File: config.mk
export PLATFORM = sky130hd
export DESIGN_NAME = sigma_x_seq_mc
export DESIGN_NICKNAME = d
export VERILOG_FILES = /design/src/rtl/sigma_x_seq_mc.sv
export SDC_FILE = /design/constraint.sdc
export NUM_CORES = 1
export LEC_CHECK = 0
export BUFFER_PORTS_ARGS = -buffer_cell sky130_fd_sc_hd__buf_2
export CAP_MARGIN = 20
export CELL_PAD_IN_SITES_DETAIL_PLACEMENT = 1
export CELL_PAD_IN_SITES_GLOBAL_PLACEMENT = 1
export CORE_MARGIN = 3
export CORE_UTILIZATION = 42
export CTS_CLUSTER_SIZE = 14
export DETAILED_ROUTE_END_ITERATION = 10
export HOLD_SLACK_MARGIN = 0.03
export PLACE_DENSITY = 0.77
export SLEW_MARGIN = 20
export SYNTH_ARGS = -nofsm -noshare
export SYNTH_HDL_FRONTEND = slang
export SYNTH_SLANG_ARGS = --single-unit
File: constraint.sdc
create_clock -name clk -period 2.35 [get_ports clk]
set_input_delay 0.1175 -clock clk [delete_from_list [all_inputs] [get_ports clk]]
set_output_delay 0.1175 -clock clk [all_outputs]
set_load 0.01 [all_outputs]
File: src/rtl/sigma_x_seq_mc.sv
// sigma_x_seq_mc: multi-channel Sigma-X pulse sequencer with latched safety SCRAM interlock.
// Latency: pulse rises 1 cycle after accept; done strobes width + GAP_TICKS + 1 cycles after accept.
// Backpressure: cmd_ready only in IDLE with no SCRAM and no ext_fault; optional duty limit via SIGMA_SEQ_DUTY_LIMIT_EN.
module sigma_x_seq_mc #(
  parameter int CH_N      = 4,
  parameter int W_W       = 8,
  parameter int MIN_TICKS = 10,
  parameter int MAX_TICKS = 200,
  parameter int GAP_TICKS = 4,
`ifdef SIGMA_SEQ_DUTY_LIMIT_EN
  parameter int DUTY_WIN  = 1024,
  parameter int DUTY_MAX  = 8,
`endif
  parameter int CH_W      = (CH_N > 1) ? $clog2(CH_N) : 1
) (
  input  logic            clk,
  input  logic            rst_n,
  input  logic            cmd_valid,
  output logic            cmd_ready,
  input  logic [CH_W-1:0] cmd_ch,
  input  logic [W_W-1:0]  cmd_width,
  input  logic            ext_fault,
  input  logic            scram_clear,
  output logic [CH_N-1:0] pulse_out,
  output logic            busy,
  output logic            done,
  output logic            safety_scram,
  output logic [2:0]      scram_cause
);

  typedef enum logic [1:0] {
    ST_IDLE  = 2'd0,
    ST_PULSE = 2'd1,
    ST_GAP   = 2'd2,
    ST_SCRAM = 2'd3
  } state_t;

  localparam logic [2:0] CAUSE_NONE  = 3'b000;
  localparam logic [2:0] CAUSE_SHORT = 3'b001;
  localparam logic [2:0] CAUSE_LONG  = 3'b010;
  localparam logic [2:0] CAUSE_CH    = 3'b011;
  localparam logic [2:0] CAUSE_FAULT = 3'b100;

  // The gap reuses the pulse down-counter, so it is loaded with GAP_TICKS-1.
  localparam logic [W_W-1:0] GAP_LOAD = W_W'(GAP_TICKS - 1);

  state_t          state_q, state_d;
  logic [W_W-1:0]  cnt_q, cnt_d;
  logic [CH_N-1:0] pulse_q, pulse_d;
  logic            busy_q, busy_d;
  logic            done_q, done_d;
  logic            scram_q, scram_d;
  logic [2:0]      cause_q, cause_d;

  logic            accept;
  logic            pulse_start;
  logic [2:0]      chk_cause;

  // Only an idle, healthy sequencer takes commands; a live fault blocks the accept in the same cycle.
  assign cmd_ready   = (state_q == ST_IDLE) && !scram_q && !ext_fault;
  assign accept      = cmd_valid && cmd_ready;
  assign pulse_start = accept && (chk_cause == CAUSE_NONE);

`ifdef SIGMA_SEQ_DUTY_LIMIT_EN
  localparam logic [2:0] CAUSE_DUTY = 3'b101;
  localparam int WIN_W  = (DUTY_WIN > 1) ? $clog2(DUTY_WIN) : 1;
  localparam int DCNT_W = (DUTY_MAX > 0) ? $clog2(DUTY_MAX + 1) : 1;

  logic [WIN_W-1:0]  win_q, win_d;
  logic [DCNT_W-1:0] duty_cnt_q, duty_cnt_d;
  logic              win_wrap;

  // Window counter free-runs; the accepted-pulse count restarts with each window.
  always_comb begin
    win_wrap   = (win_q == WIN_W'(DUTY_WIN - 1));
    win_d      = win_wrap ? '0 : (win_q + WIN_W'(1));
    duty_cnt_d = win_wrap ? '0 : duty_cnt_q;
    if (pulse_start) begin
      duty_cnt_d = duty_cnt_d + DCNT_W'(1);
    end
  end

  // Duty counter registers, cleared by reset like the rest of the state.
  always_ff @(posedge clk or negedge rst_n) begin
    if (!rst_n) begin
      win_q      <= '0;
      duty_cnt_q <= '0;
    end else begin
      win_q      <= win_d;
      duty_cnt_q <= duty_cnt_d;
    end
  end
`endif

  // Command legality in priority order; the first failing check names the cause.
  always_comb begin
    chk_cause = CAUSE_NONE;
    if (int'(cmd_ch) >= CH_N) begin
      chk_cause = CAUSE_CH;
    end else if (int'(cmd_width) < MIN_TICKS) begin
      chk_cause = CAUSE_SHORT;
    end else if (int'(cmd_width) > MAX_TICKS) begin
      chk_cause = CAUSE_LONG;
    end
`ifdef SIGMA_SEQ_DUTY_LIMIT_EN
    else if (int'(duty_cnt_q) >= DUTY_MAX) begin
      chk_cause = CAUSE_DUTY;
    end
`endif
  end

  // Sequencer next state: ext_fault overrides everything, otherwise walk IDLE->PULSE->GAP->IDLE.
  always_comb begin
    state_d = state_q;
    cnt_d   = cnt_q;
    pulse_d = pulse_q;
    done_d  = 1'b0;
    scram_d = scram_q;
    cause_d = cause_q;
    if (ext_fault) begin
      state_d = ST_SCRAM;
      pulse_d = '0;
      scram_d = 1'b1;
      cause_d = CAUSE_FAULT;
    end else begin
      unique case (state_q)
        ST_IDLE: begin
          if (accept) begin
            if (chk_cause != CAUSE_NONE) begin
              // Illegal command: latch the cause, never raise a pulse line.
              state_d = ST_SCRAM;
              scram_d = 1'b1;
              cause_d = chk_cause;
            end else begin
              // Width and channel are captured here; later input changes are ignored.
              state_d = ST_PULSE;
              cnt_d   = cmd_width - W_W'(1);
              pulse_d = CH_N'(1) << cmd_ch;
            end
          end
        end
        ST_PULSE: begin
          if (cnt_q == '0) begin
            state_d = ST_GAP;
            cnt_d   = GAP_LOAD;
            pulse_d = '0;
          end else begin
            cnt_d = cnt_q - W_W'(1);
          end
        end
        ST_GAP: begin
          if (cnt_q == '0) begin
            state_d = ST_IDLE;
            done_d  = 1'b1;
          end else begin
            cnt_d = cnt_q - W_W'(1);
          end
        end
        ST_SCRAM: begin
          if (scram_clear) begin
            state_d = ST_IDLE;
            scram_d = 1'b0;
            cause_d = CAUSE_NONE;
          end
        end
        default: begin
          state_d = ST_IDLE;
          pulse_d = '0;
        end
      endcase
    end
    busy_d = (state_d == ST_PULSE) || (state_d == ST_GAP);
  end

  // State and registered outputs; reset drops pulse_out asynchronously.
  always_ff @(posedge clk or negedge rst_n) begin
    if (!rst_n) begin
      state_q <= ST_IDLE;
      cnt_q   <= '0;
      pulse_q <= '0;
      busy_q  <= 1'b0;
      done_q  <= 1'b0;
      scram_q <= 1'b0;
      cause_q <= CAUSE_NONE;
    end else begin
      state_q <= state_d;
      cnt_q   <= cnt_d;
      pulse_q <= pulse_d;
      busy_q  <= busy_d;
      done_q  <= done_d;
      scram_q <= scram_d;
      cause_q <= cause_d;
    end
  end

  assign pulse_out    = pulse_q;
  assign busy         = busy_q;
  assign done         = done_q;
  assign safety_scram = scram_q;
  assign scram_cause  = cause_q;

  // Drive lines are mutually exclusive and only live while pulsing.
  a_pulse_onehot: assert property (@(posedge clk) disable iff (!rst_n) $onehot0(pulse_q));
  a_pulse_state:  assert property (@(posedge clk) disable iff (!rst_n) (pulse_q != '0) |-> (state_q == ST_PULSE));
  a_scram_state:  assert property (@(posedge clk) disable iff (!rst_n) scram_q == (state_q == ST_SCRAM));

endmodule
==> out/results.tsv, run 1 <==
metric	value	unit
status	complete, no violations	
Worst Max-Slew Pin Slew	0.455	ns
RD Place Congestion	0.799	
Post-synth EDFFs	0	
final instance area	1790	um2
Nets	226	
Cell Area, Placed	1720	um2
Leakage	0.788	nW
sequential cell area	500	um2
Syn Area/Cell	8.88	um2
initial core utilization	44.4	%
H-tree Lvls	1	
Die W	66.1	um
cell depth of the worst hold path	3	
Layout fillers	426	
Port Buffer Count	25	
grt total ovfl	0	
CORE AREA	3420	um2
DP Wirelength	3.45	mm
first-pass GRT wire length	7.41	mm
CTS tree	built	
fin crit period	2.23	ns
slowest CP cell	or4b_2	
r2r worst-path depth	7	
worst skew pair latency	0.31	ns
pin count of the biggest net entering global routing	21	
RSZ-0062 raised after global routing	no	
Worst Setup Start Kind	flop	
Setup violations, final	0	
gr usage total	22.1	%
via count	1472	
Hold WC Path Type	input port to flop	
Seq/Total Area, Yosys	33.0	%
vias in the first global route	1523	
mapped cell area	1520	um2
synth unique cells	47	
initial antenna violation count	0	
Synth async-reset ratio	100	%
Mapped Cells	171	
crit end category	flop	
Max Clk Rate	448	MHz
DRT iter0 DRCs	67	
Synth warnings	0	
WL/cell	17.6	um
#FFs+latches synth	20	
DRC	0	
average vias per placed instance	5.94	
Critical Path Stages	7	
Die ar.	4370	um2
top_reg_cell synth	dfrtp_1	
Multi-input gate area	965	um2
maximum vdd ir drop	486	uV
Crit path required time	2.57	ns
setup_tns	0	ns
CP arrival	2.45	ns
Pre-antenna DRT Iters	4	
placed cell count	243	
final hold vios	0	
Max Cap Viol	0	
Tcrit/Tclk final	94.9	%
IO Count	26	
Reg clk slew, reported paths	0.13	ns
syn nets	194	
Layout area overhead	17.6	%
Num CTS Buffers	3	
diodes inserted	0	
Final Util	52.3	%
Finished Layout Cells	248	
final setup skew	0.00305	ns
Crit Path Category	flop to flop	
Die Ht	66.1	um
CTS Sinks	20	
Routed WL	4.36	mm
Critical Path Max Stage Delay	0.62	ns
CP delay by family, top	simple AND/OR/NAND/NOR gates	
site row count	21	
clk buf depth	2	
relative max-transition margin	69.6	%
Routed Antenna Nets	0	
clock root cell	clkbuf_4	
largest fanout on the critical path	5	
layout cell share with drive strength beyond 1	25.2	%
critical-path cell list	inv_1, ha_1, or4b_2, nor2_1, mux2i_1, o22ai_1, mux2_4	
Crit path buffers/inverters	1	
Final Max Slew Viols	0	
PwrDens	1200	nW/um2
[layout by cell type, fill, tap and decap left out, drive strengths merged, types with 4 or more instances in the layout]
cell type | netlist | final
buf | 2 | 31
nor2 | 20 | 20
dfrtp | 20 | 20
o21ai | 12 | 12
nand2 | 11 | 11
a21oi | 10 | 10
inv | 8 | 8
ha | 8 | 8
nor3 | 7 | 7
o31ai | 6 | 6
mux2i | 5 | 5
nor2b | 4 | 4
o211ai | 4 | 4
xnor2 | 4 | 4
o32a | 4 | 4
[layer usage]
metal / part of all wire, % / global-route usage (%) / wire, um / up-vias
met3: 2.8 / 2.89 / 121 / 9
li1: - / - / - / 691
met2: 49 / 38.0 / 2150 / 31
met4: 2.0 / 7.61 / 87 / 0
met5: 0 / 0 / 0 / -
met1: 46 / 28.3 / 2000 / 741
[flip-flops by register name, indices dropped and copies added, names as in the netlist]
| name | flops |
|---|---|
| cnt_q | 8 |
| state_q | 2 |
| scram_cause | 3 |
| done | 1 |
| pulse_out | 4 |
| busy | 1 |
| safety_scram | 1 |
[power by group]
part	internal, mW	switching [mW]
sequential	0.448	0.142
clock	0.173	0.121
combinational	0.554	0.707
[what timing repair did]
item,4_1_cts,5_1_grt
gates resized for setup,0,2
setup endpoints to repair,0,4
hold buffers,1,0
hold endpoints to repair,20,0
buffers inserted,0,0
[stage by stage]
stage	power (mW)	setup slack, ns	hold WS (ns)
finish	2.14	0.120	0.0574
global route	2.31	0.00553	0.0760
CTS	2.13	0.0869	0.0575
detailed placement	1.83	0.0905	0.105
global placement	1.77	0.198	0.101
floorplan	1.43	0.292	-0.178
[kinds of logic after synthesis]
logic type                 share of synthesized area, %
AOI/OAI and AO/OA                                  23.4
xor gates and xnor gates                           3.46
adders and majority gates                          6.60
buffers and inverters                              3.79
DFF                                                33.0
muxes                                              6.02
and+or+nand+nor                                    23.7
[cell type report]
| cell class | instances | share of cell area (%) |
|---|---|---|
| Sequential cell | 20 | 28.0 |
| Clock buffer | 3 | 1.26 |
| Multi-Input combinational cell | 138 | 54.0 |
| Inverter | 8 | 1.68 |
| Clock inverter | 1 | 1.68 |
| Tap cell | 46 | 3.22 |
| Timing Repair Buffer | 32 | 10.1 |
[worst min-delay path: stages]
cell     delay, ns
buf_2         0.11
nand2_1       0.05
mux2i_1       0.06
[final timing paths]
path,from,end,slack [ns]
setup / recovery,cnt_q[0],cnt_q[6],0.12
hold / removal,cmd_ch[1],pulse_out[2],0.06
setup reg to reg,cnt_q[0],cnt_q[6],0.12
hold reg to reg,scram_cause[1],scram_cause[1],0.52
max in group asynchronous,rst_n,busy,1.77
min in group asynchronous,rst_n,cnt_q[6],0.26
[Yosys cell counts (2+ instances only)]
cell type / count / share of area (%)
xnor2_1: 4 / 2.3
o211ai_1: 4 / 2.0
o21ai_0: 12 / 4.0
clkbuf_1: 3 / 0.74
o22ai_1: 3 / 1.2
or4_1: 2 / 0.99
inv_1: 8 / 2.0
mux2i_1: 5 / 3.3
o31ai_1: 6 / 3.0
nand4_1: 2 / 0.82
xor2_1: 2 / 1.2
nor2_1: 20 / 4.9
nand3_1: 3 / 0.99
o21a_1: 2 / 0.99
ha_1: 8 / 6.6
mux2_4: 2 / 2.0
a21o_1: 2 / 0.99
nand2b_1: 2 / 0.82
or2_2: 2 / 0.82
nand2_1: 11 / 2.7
a21oi_1: 10 / 3.3
nor2b_1: 4 / 1.6
nor3_1: 7 / 2.3
dfrtp_1: 20 / 33
or4b_2: 2 / 1.3
o32a_1: 4 / 2.6
(Power assumes the default switching activity.)
==> run 2: changes to the inputs <==
--- a/config.mk
+++ b/config.mk
@@ -5,12 +5,13 @@
 export SDC_FILE = /design/constraint.sdc
 export NUM_CORES = 1
 export LEC_CHECK = 0
+export ABC_AREA = 1
 export BUFFER_PORTS_ARGS = -buffer_cell sky130_fd_sc_hd__buf_2
 export CAP_MARGIN = 20
 export CELL_PAD_IN_SITES_DETAIL_PLACEMENT = 1
 export CELL_PAD_IN_SITES_GLOBAL_PLACEMENT = 1
 export CORE_MARGIN = 3
-export CORE_UTILIZATION = 42
+export CORE_UTILIZATION = 39
 export CTS_CLUSTER_SIZE = 14
 export DETAILED_ROUTE_END_ITERATION = 10
 export HOLD_SLACK_MARGIN = 0.03
==> run 2 against run 1 <==
Compared with the run above: sequential power decreased by 5.8%; sequential cell count unchanged; routed wire length increased by 0.94%; clock skew increased by 0.0029 ns; combinational power about the same; design area increased by 2.2%; worst setup slack improved by 0.30 ns; final cell count increased by 28%; total power decreased by 3.5%; critical path type unchanged; highest routed layer unchanged.
==> out/results.tsv, run 2 <==
metric	value	unit
status	complete, no violations	
PwrDens	1130	nW/um2
grt total ovfl	0	
gr usage total	19.0	%
syn nets	263	
Nets	294	
maximum vdd ir drop	429	uV
Seq/Total Area, Yosys	31.9	%
Post-synth EDFFs	0	
post-CTS setup buffer count	0	
via count	1577	
Layout fillers	514	
final setup skew	0.00596	ns
sequential cell area	500	um2
setup_tns	0	ns
top-area cell type share of the netlist area	31.9	%
Met3 Wirelength	110	um
Worst Max-Slew Pin Slew	0.461	ns
largest cells by area after synthesis	dfrtp_1, nand2_1, ha_1	
RD Place Congestion	0.810	
top post-synthesis cells by count	nand2_1, inv_1, nor2_1	
Die W	69.5	um
IO Count	26	
initial core utilization	41.6	%
crit end category	flop	
RSZ-0062 raised after global routing	no	
final hold vios	0	
average vias per placed instance	4.96	
Final Max Slew Viols	0	
Pre-antenna DRT Iters	4	
fin crit period	1.93	ns
vias in the first global route	1607	
initial antenna violation count	0	
CORE AREA	3770	um2
mapped cell area	1570	um2
Setup violations, final	0	
Biggest register	cnt_q	
Yosys top cell by area	dfrtp_1	
Hold WC Path Type	input port to flop	
Routed WL	4.40	mm
Tcrit/Tclk final	82.0	%
Final Util	48.4	%
Max Cap Viol	0	
Die Ht	69.5	um
Syn Area/Cell	6.54	um2
Port Buffer Count	25	
PostCTS Resize Cnt	0	
Hold-fix buffers, CTS	1	
clk buf depth	2	
Worst Setup Start Kind	flop	
Die ar.	4820	um2
Synth warnings	0	
worst skew pair latency	0.26	ns
Synth async-reset ratio	100	%
DP Wirelength	3.65	mm
Layout area overhead	16.2	%
Worst Hold Slack	0.132	ns
Critical Path Max Stage Delay	0.40	ns
Leakage	1.02	nW
met2 WL	2.03	mm
DRC	0	
Crit path required time	2.50	ns
slowest CP cell	dfrtp_1	
Crit Path Category	flop to flop	
site row count	22	
most frequent cells in the layout	nand2_1, inv_1, buf_2, nor2_1, dfrtp_1	
DRT iter0 DRCs	59	
pin count of the biggest net entering global routing	21	
commonest non-fill, non-tap cell in the layout	nand2_1	
first-pass GRT wire length	7.42	mm
diodes inserted	0	
critical-path cell list	inv_1, ha_1, nand2_2, nor2_4, nand2_4, a22oi_2, nand3_2, nand2_1, o21ai_1	
Multi-input gate area	942	um2
max reg flops	8	
Num CTS Buffers	3	
#FFs+latches synth	20	
top-count cell post-synth	nand2_1	
CTS Sinks	20	
CTS tree	built	
synth unique cells	24	
DR top layer	met4	
top_reg_cell synth	dfrtp_1	
layout cell share with drive strength beyond 1	16.7	%
Max Clk Rate	519	MHz
Mapped Cells	240	
Routed Antenna Nets	0	
clock root cell	clkbuf_8	
wire length on met1	2.21	mm
largest fanout on the critical path	7	
relative max-transition margin	69.3	%
CP arrival	2.07	ns
Reg clk slew, reported paths	0.08	ns
H-tree Lvls	1	
WL/cell	13.8	um
[run 2: cell count changes after synthesis, sizes merged, moves of 4 or more]
cell	change
o21ai	+10
nor2b	-4
nand3	+13
o32a	-4
o31ai	-6
mux2i	-5
inv	+24
nand2	+82
nand4	+4
[run 2: worst max-delay path, delay by kind of cell, from the launching register on]
family | cells | cell delay (ns)
buffers and inverters | 1 | 0.15
adder cells (fa/ha/maj) | 1 | 0.38
AO/OA/AOI/OAI | 2 | 0.23
flip-flops | 1 | 0.40
AND/OR/NAND/NOR | 5 | 0.65
[run 2: final timing paths]
check	endpoint	slack [ns]	cells after the start	start
max	scram_cause[0]	0.42	9	state_q[1]
min	done	0.13	2	ext_fault
max reg2reg	scram_cause[0]	0.42	9	state_q[1]
min reg2reg	pulse_out[0]	0.47	2	pulse_out[0]
max in group asynchronous	cnt_q[2]	1.69	2	rst_n
min in group asynchronous	scram_cause[0]	0.34	2	rst_n
[run 2: final cells by class]
type / count / area share [%]
sequential: 20 / 27.4
inverter: 33 / 6.79
multi-input combinational: 186 / 51.6
clock buffer: 4 / 3.02
timing repair buffer: 27 / 7.82
tap: 48 / 3.29
[run 2: cell families (layout without fill, tap and decap cells)]
group / count (synthesis) / after routing / share of synthesized area, %
flip-flops: 20 / 20 / 31.9
XOR/XNOR: 3 / 3 / 1.67
buffers and inverters: 34 / 64 / 8.13
adder cells (fa/ha/maj): 8 / 8 / 6.37
AO/OA/AOI/OAI: 32 / 32 / 11.6
AND/OR/NAND/NOR: 143 / 143 / 40.4
[run 2: per-stage QoR]
step | instance area [um2] | power, mW | cells | setup slack, ns
2_1_floorplan | 1570 | 1.45 | 240 | 0.613
3_3_place_gp | 1760 | 1.77 | 313 | 0.524
3_5_place_dp | 1760 | 1.80 | 313 | 0.436
4_1_cts | 1820 | 2.08 | 318 | 0.418
5_1_grt | 1820 | 2.28 | 318 | 0.236
6_report | 1820 | 2.07 | 318 | 0.423
[run 2: report_power, final]
part	total, mW	switching [mW]	internal [mW]
registers	0.555	0.0993	0.456
clock network	0.265	0.115	0.149
logic	1.25	0.826	0.423
[run 2: layer usage]
metal / up-vias / track usage [%]
li1: 821 / -
met2: 19 / 31.4
met4: 0 / 5.21
met1: 733 / 25.9
met3: 4 / 2.75
met5: - / 0
